### src/rtl/fetch_ctrl.sv
// fetch_ctrl: RV32I fetch sequencer.
// Owns the PC, issues imem reads, buffers two words for decode.
module fetch_ctrl #(
  parameter int              PC_W     = 11,
  parameter int              DATA_W   = 32,
  parameter logic [PC_W-1:0] RESET_PC = '0
) (
  input  logic              clk,
  input  logic              rst,
  output logic              imem_en,
  output logic [PC_W-1:0]   imem_addr,
  input  logic [DATA_W-1:0] imem_rdata,
  input  logic              redirect_valid,
  input  logic [PC_W-1:0]   redirect_pc,
  input  logic              halt_i,
  output logic              if_valid,
  input  logic              if_ready,
  output logic [DATA_W-1:0] if_instr,
  output logic [PC_W-1:0]   if_pc,
  output logic              halted_o
);

  typedef enum logic [1:0] {RUN, DRAIN, HALT} state_e;

  localparam logic [PC_W-1:0] STEP = PC_W'(4);

  state_e            state_q, state_d;
  logic [PC_W-1:0]   pc_q, pc_d;
  logic [1:0]        occ_q, occ_d;
  logic [DATA_W-1:0] hi_q, hi_d, ti_q, ti_d;
  logic [PC_W-1:0]   hp_q, hp_d, tp_q, tp_d;
  logic              inf_q, inf_d;
  logic [PC_W-1:0]   inf_pc_q, inf_pc_d;
  logic              inf_ep_q, inf_ep_d;
  logic              ep_q, ep_d;

  logic [PC_W-1:0]   tgt;
  logic              resp_ok;
  logic              push;
  logic              pop;
  logic              issue;
  logic [2:0]        need;
  logic              rp_unused;

  // Low address bits of a redirect never matter: fetch is word aligned.
  assign tgt       = {redirect_pc[PC_W-1:2], 2'b00};
  assign rp_unused = ^redirect_pc[1:0];

  // A response is kept only if its epoch survived every redirect since issue.
  assign resp_ok = inf_q && (inf_ep_q == ep_q);
  assign push    = resp_ok && !redirect_valid;
  assign need    = {1'b0, occ_q} + {2'b00, resp_ok};

  // State register and all datapath registers.
  always_ff @(posedge clk) begin
    if (rst) begin
      state_q  <= RUN;
      pc_q     <= RESET_PC;
      occ_q    <= 2'd0;
      hi_q     <= '0;
      hp_q     <= '0;
      ti_q     <= '0;
      tp_q     <= '0;
      inf_q    <= 1'b0;
      inf_pc_q <= '0;
      inf_ep_q <= 1'b0;
      ep_q     <= 1'b0;
    end else begin
      state_q  <= state_d;
      pc_q     <= pc_d;
      occ_q    <= occ_d;
      hi_q     <= hi_d;
      hp_q     <= hp_d;
      ti_q     <= ti_d;
      tp_q     <= tp_d;
      inf_q    <= inf_d;
      inf_pc_q <= inf_pc_d;
      inf_ep_q <= inf_ep_d;
      ep_q     <= ep_d;
    end
  end

  // Run/drain/halt sequencing; drain waits for the last response.
  always_comb begin
    state_d = state_q;
    unique case (state_q)
      RUN:     if (halt_i) state_d = DRAIN;
      DRAIN: begin
        if (!halt_i)     state_d = RUN;
        else if (!inf_q) state_d = HALT;
      end
      HALT:    if (!halt_i) state_d = RUN;
      default: state_d = RUN;
    endcase
  end

  // Outputs: handshake, issue decision and read strobe.
  always_comb begin
    if_valid  = !rst && (occ_q != 2'd0) && !redirect_valid;
    pop       = if_valid && if_ready;
    issue     = !rst && (state_q == RUN) && !halt_i &&
                (redirect_valid || (need < (3'd2 + {2'b00, pop})));
    imem_en   = issue;
    imem_addr = '0;
    if (issue) imem_addr = redirect_valid ? tgt : pc_q;
    if_instr  = '0;
    if_pc     = '0;
    if (!rst && (occ_q != 2'd0)) begin
      if_instr = hi_q;
      if_pc    = hp_q;
    end
    halted_o  = !rst && (state_q == HALT);
  end

  // PC, epoch, in-flight tracking and the 2-entry queue.
  always_comb begin
    pc_d     = pc_q;
    ep_d     = ep_q;
    occ_d    = occ_q;
    hi_d     = hi_q;
    hp_d     = hp_q;
    ti_d     = ti_q;
    tp_d     = tp_q;
    if (redirect_valid) begin
      ep_d = ~ep_q;
      pc_d = issue ? tgt + STEP : tgt;
    end else if (issue) begin
      pc_d = pc_q + STEP;
    end
    inf_d    = issue;
    inf_pc_d = imem_addr;
    inf_ep_d = ep_d;
    if (redirect_valid) begin
      occ_d = 2'd0;
    end else begin
      unique case ({push, pop})
        2'b01: begin
          hi_d  = ti_q;
          hp_d  = tp_q;
          occ_d = occ_q - 2'd1;
        end
        2'b10: begin
          if (occ_q == 2'd0) begin
            hi_d = imem_rdata;
            hp_d = inf_pc_q;
          end else begin
            ti_d = imem_rdata;
            tp_d = inf_pc_q;
          end
          occ_d = occ_q + 2'd1;
        end
        2'b11: begin
          if (occ_q == 2'd1) begin
            hi_d = imem_rdata;
            hp_d = inf_pc_q;
          end else begin
            hi_d = ti_q;
            hp_d = tp_q;
            ti_d = imem_rdata;
            tp_d = inf_pc_q;
          end
        end
        default: ;
      endcase
    end
  end

endmodule

### config.mk
export PLATFORM = sky130hd
export DESIGN_NAME = fetch_ctrl
export DESIGN_NICKNAME = d
export VERILOG_FILES = /design/src/rtl/fetch_ctrl.sv
export SDC_FILE = /design/constraint.sdc
export NUM_CORES = 1
export LEC_CHECK = 0
export CAP_MARGIN = 20
export CORE_AREA = 2 2 103 105
export CTS_CLUSTER_DIAMETER = 80
export DETAILED_ROUTE_END_ITERATION = 12
export DIE_AREA = 0 0 105 107
export PLACE_DENSITY = 0.77
export SLEW_MARGIN = 0
export SYNTH_ARGS = -nofsm -noshare
export SYNTH_HDL_FRONTEND = slang
export SYNTH_SLANG_ARGS = --single-unit
### constraint.sdc
create_clock -name clk -period 2.9 [get_ports clk]
set_input_delay 0.58 -clock clk [delete_from_list [all_inputs] [get_ports clk]]
set_output_delay 0.58 -clock clk [all_outputs]
set_load 0.05 [all_outputs]
---- Word-level counts from Yosys, hierarchy flattened ----
Index checks and enable logic that the tools add are counted.
storage, ports and cells
  register bits ........................... 113
  bits of input ports ..................... 48
  logic and storage cells ................. 77
  output and inout port bits .............. 57
operators by class
  bitwise logic cells ..................... 1
  reduce and logical (&&, ||, !) cells .... 23
  eq/ne operators ......................... 12
  $add $sub $neg .......................... 6
  muxes and demuxes ....................... 25
  $lt $le $gt $ge ......................... 1
operator list
  operator                                             count
  2-to-1 mux 32 bit                                    5
  2-to-1 mux 11 bit                                    10
  case mux 32 bit (3 select lines)                     1
  case mux 32 bit (2 select lines)                     1
  case mux 11 bit (3 select lines)                     1
  adder 11 x 3 -> 11 bit, second input constant        2
  case mux 11 bit (2 select lines)                     1
  != test 2 bit, second input constant                 5
  logical AND 1 bit                                    8
  2-to-1 mux 2 bit                                     4
  nonzero test 2 bit                                   4
  equality test 2 x 1 -> 1 bit, second input constant  3
  equality test 2 bit, second input constant           3
  case mux 2 bit (3 select lines)                      1
  AND reduction 3 bit                                  2
  logical NOT 2 bit                                    2
  case mux 2 bit (2 select lines)                      1
  AND reduction 4 bit                                  1
  adder 2 x 1 -> 3 bit                                 1
  adder 2 x 1 -> 3 bit, first input constant           1
  logical NOT 1 bit                                    3
  < comparator 3 bit                                   1
  != test 3 bit, second input constant                 1
  nonzero test 3 bit                                   1
  other kinds (5)                                      5

---- Logic depth before layout (Yosys ltp) ----
  depth after elaboration ................. 10
  depth in mapped cells ................... 12
  mapped depth without buffers ............ 11

---- Worst setup path before layout ----
OpenSTA, ideal clock, no wires.
  path kind ............................... input -> register
  from .................................... input rst
  to ...................................... register hi_q[0]
  arrival time ............................ 3008 ps
  slack ................................... -194 ps
  library setup time ...................... 86 ps
  stages on the path ...................... 10
  path buffers ............................ 3
  data required time ...................... 2814 ps
  cell sequence ........................... clkbuf_1 > or3_1 > inv_1 > nand2_1 > ha_1 > a211oi_1 > clkbuf_1 > buf_2 > nor2_1 > a211oi_1
on the way
  cells in the longest elaborated chain, start to end .. 7
  elaborated cells between the ends (all ways) .. 11
  those cells by class .................... eq/ne: 4; mux: 1; reduce/logical: 6
ends and longest elaborated chain
  element                                                                      line  RTL
  start, declared                                                              9     input logic rst,
  logical NOT 1 bit *                                                          99    if_valid = !rst && (occ_q != 2'd0) && !redirect_valid;
  logical AND 1 bit * (2 in series)                                            99
  net if_valid                                                                 16    output logic if_valid,
  logical AND 1 bit *                                                          100   pop = if_valid && if_ready;
  equality test 2 bit / equality test 2 x 1 -> 1 bit (equally long branches)   136   unique case ({push, pop})
  != test 2 bit (no source line) / nonzero test 3 bit (equally long branches)  -
  AND reduction 3 bit (no source line)                                         -
  end signal, assigned                                                         72    hi_q <= hi_d;
  end, declared                                                                30    logic [DATA_W-1:0] hi_q, hi_d, ti_q, ti_d;
Mark *: on every way through the listed nets, which the timed path passes. The rest lies on a longest branch.
A chain may end at the register's enable or synchronous reset.

---- Worst setup path after layout ----
  from .................................... input redirect_valid
  to ...................................... output imem_addr[6]
on the way
  cells in the longest elaborated chain, start to end .. 8
  elaborated cells between the ends (all ways) .. 9
  those cells by class .................... add/sub: 1; order compare: 1; mux: 2; reduce/logical: 5
ends and longest elaborated chain
  element               line  RTL
  start, declared       13    input logic redirect_valid,
  logical NOT 1 bit     99
  logical AND 1 bit     99
  logical AND 1 bit     100
  adder 2 x 1 -> 3 bit  102   (redirect_valid || (need < (3'd2 + {2'b00, pop})));
  < comparator 3 bit    102
  logical OR 1 bit      102
  logical AND 1 bit     101   issue = !rst && (state_q == RUN) && !halt_i &&
  2-to-1 mux 11 bit *   105   if (issue) imem_addr = redirect_valid ? tgt : pc_q;
  end, declared         11    output logic [PC_W-1:0] imem_addr,
Mark *: on every way between the ends. The rest lies on a longest branch, timed or not.

==> flow_metrics.env <==
export IMPL_fill_cells=763
export IMPL_cts_sinks=108
export IMPL_period_share_pct=98.65
export IMPL_worstSetupEndpointType="output pin"
export IMPL_mostFrequentLayoutCells="dfxtp_1, nand2_1, buf_12"
export IMPL_max_slew_margin_rel_pct=59.87
export IMPL_finalHoldViolCount=0
export IMPL_p_comb_share_pct=15.6
export IMPL_seqCellArea_sq_um=2168
export IMPL_initial_utilization_pct=49.90
export IMPL_startpoint_type="input port"
export IMPL_drive_gt1_share_pct=20.73
export IMPL_wirelength_microns=13460
export IMPL_grt_pass1_wl_microns=20940
export IMPL_timing_critical_path_mode_cell="buf_4"
export IMPL_dieWidth_microns=105
export IMPL_grt_max_degree=59
export IMPL_ir_drop_uv=340.6
export IMPL_drv_cap=0
export IMPL_antenna_cells=0
export IMPL_async_flop_share_pct=0
export IMPL_h_tree_depth=3
export IMPL_synth_area_sq_um=5036
export IMPL_final_common_cell="dfxtp_1"
export IMPL_dieArea_sq_um=11240
export IMPL_critical_path_required_ns=2.32
export IMPL_worst_path_max_delay_cell="clkdlybuf4s50_1"
export IMPL_status="completed"
export IMPL_yosysSeqAreaShare_pct=42.93
export IMPL_avgSynthCellArea_sq_um=8.256
export IMPL_crit_reg2reg_launch="occ_q[0]"
export IMPL_dr_total_vias=4765
export IMPL_grt_busiest_layer="met2"
export IMPL_clk_latency_ns=0.37
export IMPL_grt_pass1_vias=4354
export IMPL_ant_nets=0
export IMPL_worst_pin_slew_ns=0.6013
export IMPL_crit_start="redirect_valid"
export IMPL_setup_violations_final=0
export IMPL_skew_ns=0.01036
export IMPL_post_route_min_period_ns=2.861
export IMPL_yosysWarnings=0
export IMPL_cp_max_fo=31
export IMPL_wl_per_cell_microns=15.93
export IMPL_holdWs_ns=0.4589
export IMPL_multi_input_area_sq_um=2818
export IMPL_portBuffers=100
export IMPL_rows=37
export IMPL_cts_root_buffer_cell="clkbuf_8"
export IMPL_synth_edf_count=0
export IMPL_swShare_pct=28.05
export IMPL_grt_usage_pct=22.76
export IMPL_clk_pin_slew_ns=0.10
export IMPL_maxSlewViolCount=0
export IMPL_numCtsBuffers=9
export IMPL_clock_fmax_mhz=349.6
export IMPL_intPower_w=0.002050
export IMPL_drtPass1Iterations=4
export IMPL_antenna_found_initial=0
export IMPL_synth_distinct_cells=51
export IMPL_io_pins=105
export IMPL_rsz0062_at_grt="yes"
export IMPL_p_switching_w=0.0007995
export IMPL_drt_vias_per_instance=5.639
export IMPL_area_growth_pct=43.88
export IMPL_hold_path_class="reg -> reg"
export IMPL_cpPeakStageDelay_ns=0.49
export IMPL_hp_start="ti_q[26]"
export IMPL_core_area_sq_um=10090
export IMPL_cts_tree="yes"
export IMPL_cts_path_max_buffers=2
export IMPL_met3_usage_pct=3.040
export IMPL_die_h_microns=107
export IMPL_drt_initial_drc_count=265
export IMPL_final_nets=762
export IMPL_synthCells=610
export IMPL_use_met1_pct=30.00
export IMPL_gp_congestion=0.9100
export IMPL_hpwl_microns=8973
export IMPL_ys_ff_latch=108
export IMPL_grt_overflow=0
export IMPL_clkPwrFrac_pct=29.1
export IMPL_power_density_nw_per_um2=393.3
export IMPL_path_class="in -> out"
export IMPL_drc=0
export IMPL_cp_data_arrival_time_ns=2.28
export IMPL_grt_use_met2_pct=38.45
export IMPL_seqPwrFrac_pct=55.2
export IMPL_synth_flop_cell="dfxtp_1"
export IMPL_power_leakage_nw=2.501
export IMPL_crit_chain="clkdlybuf4s50_1 -> buf_4 -> buf_4 -> clkinv_1 -> nand2_1 -> a21oi_4 -> buf_12"
export IMPL_tns_ns=0
[metal layers]
metal / share of wire (%) / vias up
met2: 50 / 150
met3: 4.9 / 17
met1: 44 / 2269
li1: - / 2329
met4: 1.4 / 0
met5: 0 / -
[logic make-up (layout without fill, tap and decap cells)]
kind of cell | after synthesis | in the layout | share of synthesized area [%]
buffers and inverters | 64 | 159 | 5.292
XOR/XNOR | 3 | 3 | 0.5218
other | 1 | 3 | 0.07446
adder cells (fa/ha/maj) | 9 | 9 | 2.236
AND/OR/NAND/NOR | 250 | 252 | 24.77
flip-flops | 108 | 108 | 42.93
multiplexers | 8 | 8 | 1.615
AO/OA/AOI/OAI | 167 | 167 | 22.56
[power by group through the flow]
stage	clock (W)	sequential (W)	combinational (W)
6_report	0.000831	0.00157	0.000445
5_1_grt	0.000903	0.00158	0.000480
4_1_cts	0.000844	0.00157	0.000420
3_5_place_dp	0	0.00161	0.000413
3_3_place_gp	0	0.00160	0.000402
2_1_floorplan	0	0.00160	0.000233
[final cells by class]
type,count,area share [%]
clock buffer,9,1.710
clock inverter,6,0.6562
inverter,12,0.7080
multi-input combinational,442,38.89
sequential,108,29.93
tap,136,2.348
timing repair buffer,132,25.76
[worst max-delay path, delay by kind of cell]
family,cells,cell delay (ns)
AOI/OAI and AO/OA,1,0.09
buffers and inverters,5,1.36
and+or+nand+nor,1,0.24
[cells in the mapped netlist (3+ instances only)]
cell type	instances	area share [%]
xor2_1	3	0.52
dfxtp_1	108	43
ha_1	9	2.2
nand4_1	6	0.75
o31ai_1	4	0.60
nand2b_1	6	0.75
nor4_2	3	0.75
a22oi_1	42	6.3
and2_1	42	5.2
clkbuf_1	42	3.1
nor2_1	59	4.4
buf_2	6	0.60
and4_1	3	0.52
a211oi_1	48	7.2
o21ai_0	3	0.30
nor4_1	4	0.50
nor3_1	7	0.70
and3_1	6	0.75
nand3_1	3	0.30
mux2i_1	7	1.4
nor2b_1	3	0.37
nor3b_1	4	0.60
a21oi_1	54	5.4
inv_1	8	0.60
nand2_1	96	7.2
buf_4	3	0.45
inv_2	3	0.22
[stage by stage]
step	power, W	utilization, %	cells	area (sq um)	worst slack (ns)
after floorplan	0.001830	-	612	5064	-0.1545
after global placement	0.002006	68.03	824	6865	-0.3541
after detailed placement	0.002020	68.03	824	6865	-0.4373
after CTS	0.002837	70.15	839	7079	-0.02879
after global routing	0.002964	71.80	845	7246	-0.01211
final	0.002850	71.80	845	7246	0.03927
[path summary, 6_finish.rpt]
kind	endpoint	slack [ns]	cells past startpoint
worst max-delay path	imem_addr[6]	0.04	7
worst min-delay path	ti_q[26]	0.46	2
worst min register to register	ti_q[26]	0.46	2
worst max register to register	hi_q[21]	0.27	12
[repair_timing]
action | in CTS | in global routing
setup endpoints to repair | 19 | 51
gates resized for setup | 10 | 23
hold buffers | 0 | 0
pin swaps | 0 | 5
setup buffers | 0 | 3
cloned | 0 | 3
[registers in the layout (all words and copies together), names as in the netlist]
name      count
occ_q         2
ti_q         32
state_q       2
inf_q         1
pc_q          9
hp_q         10
hi_q         32
inf_pc_q     10
tp_q         10
Power figures use the tool's default switching activity.
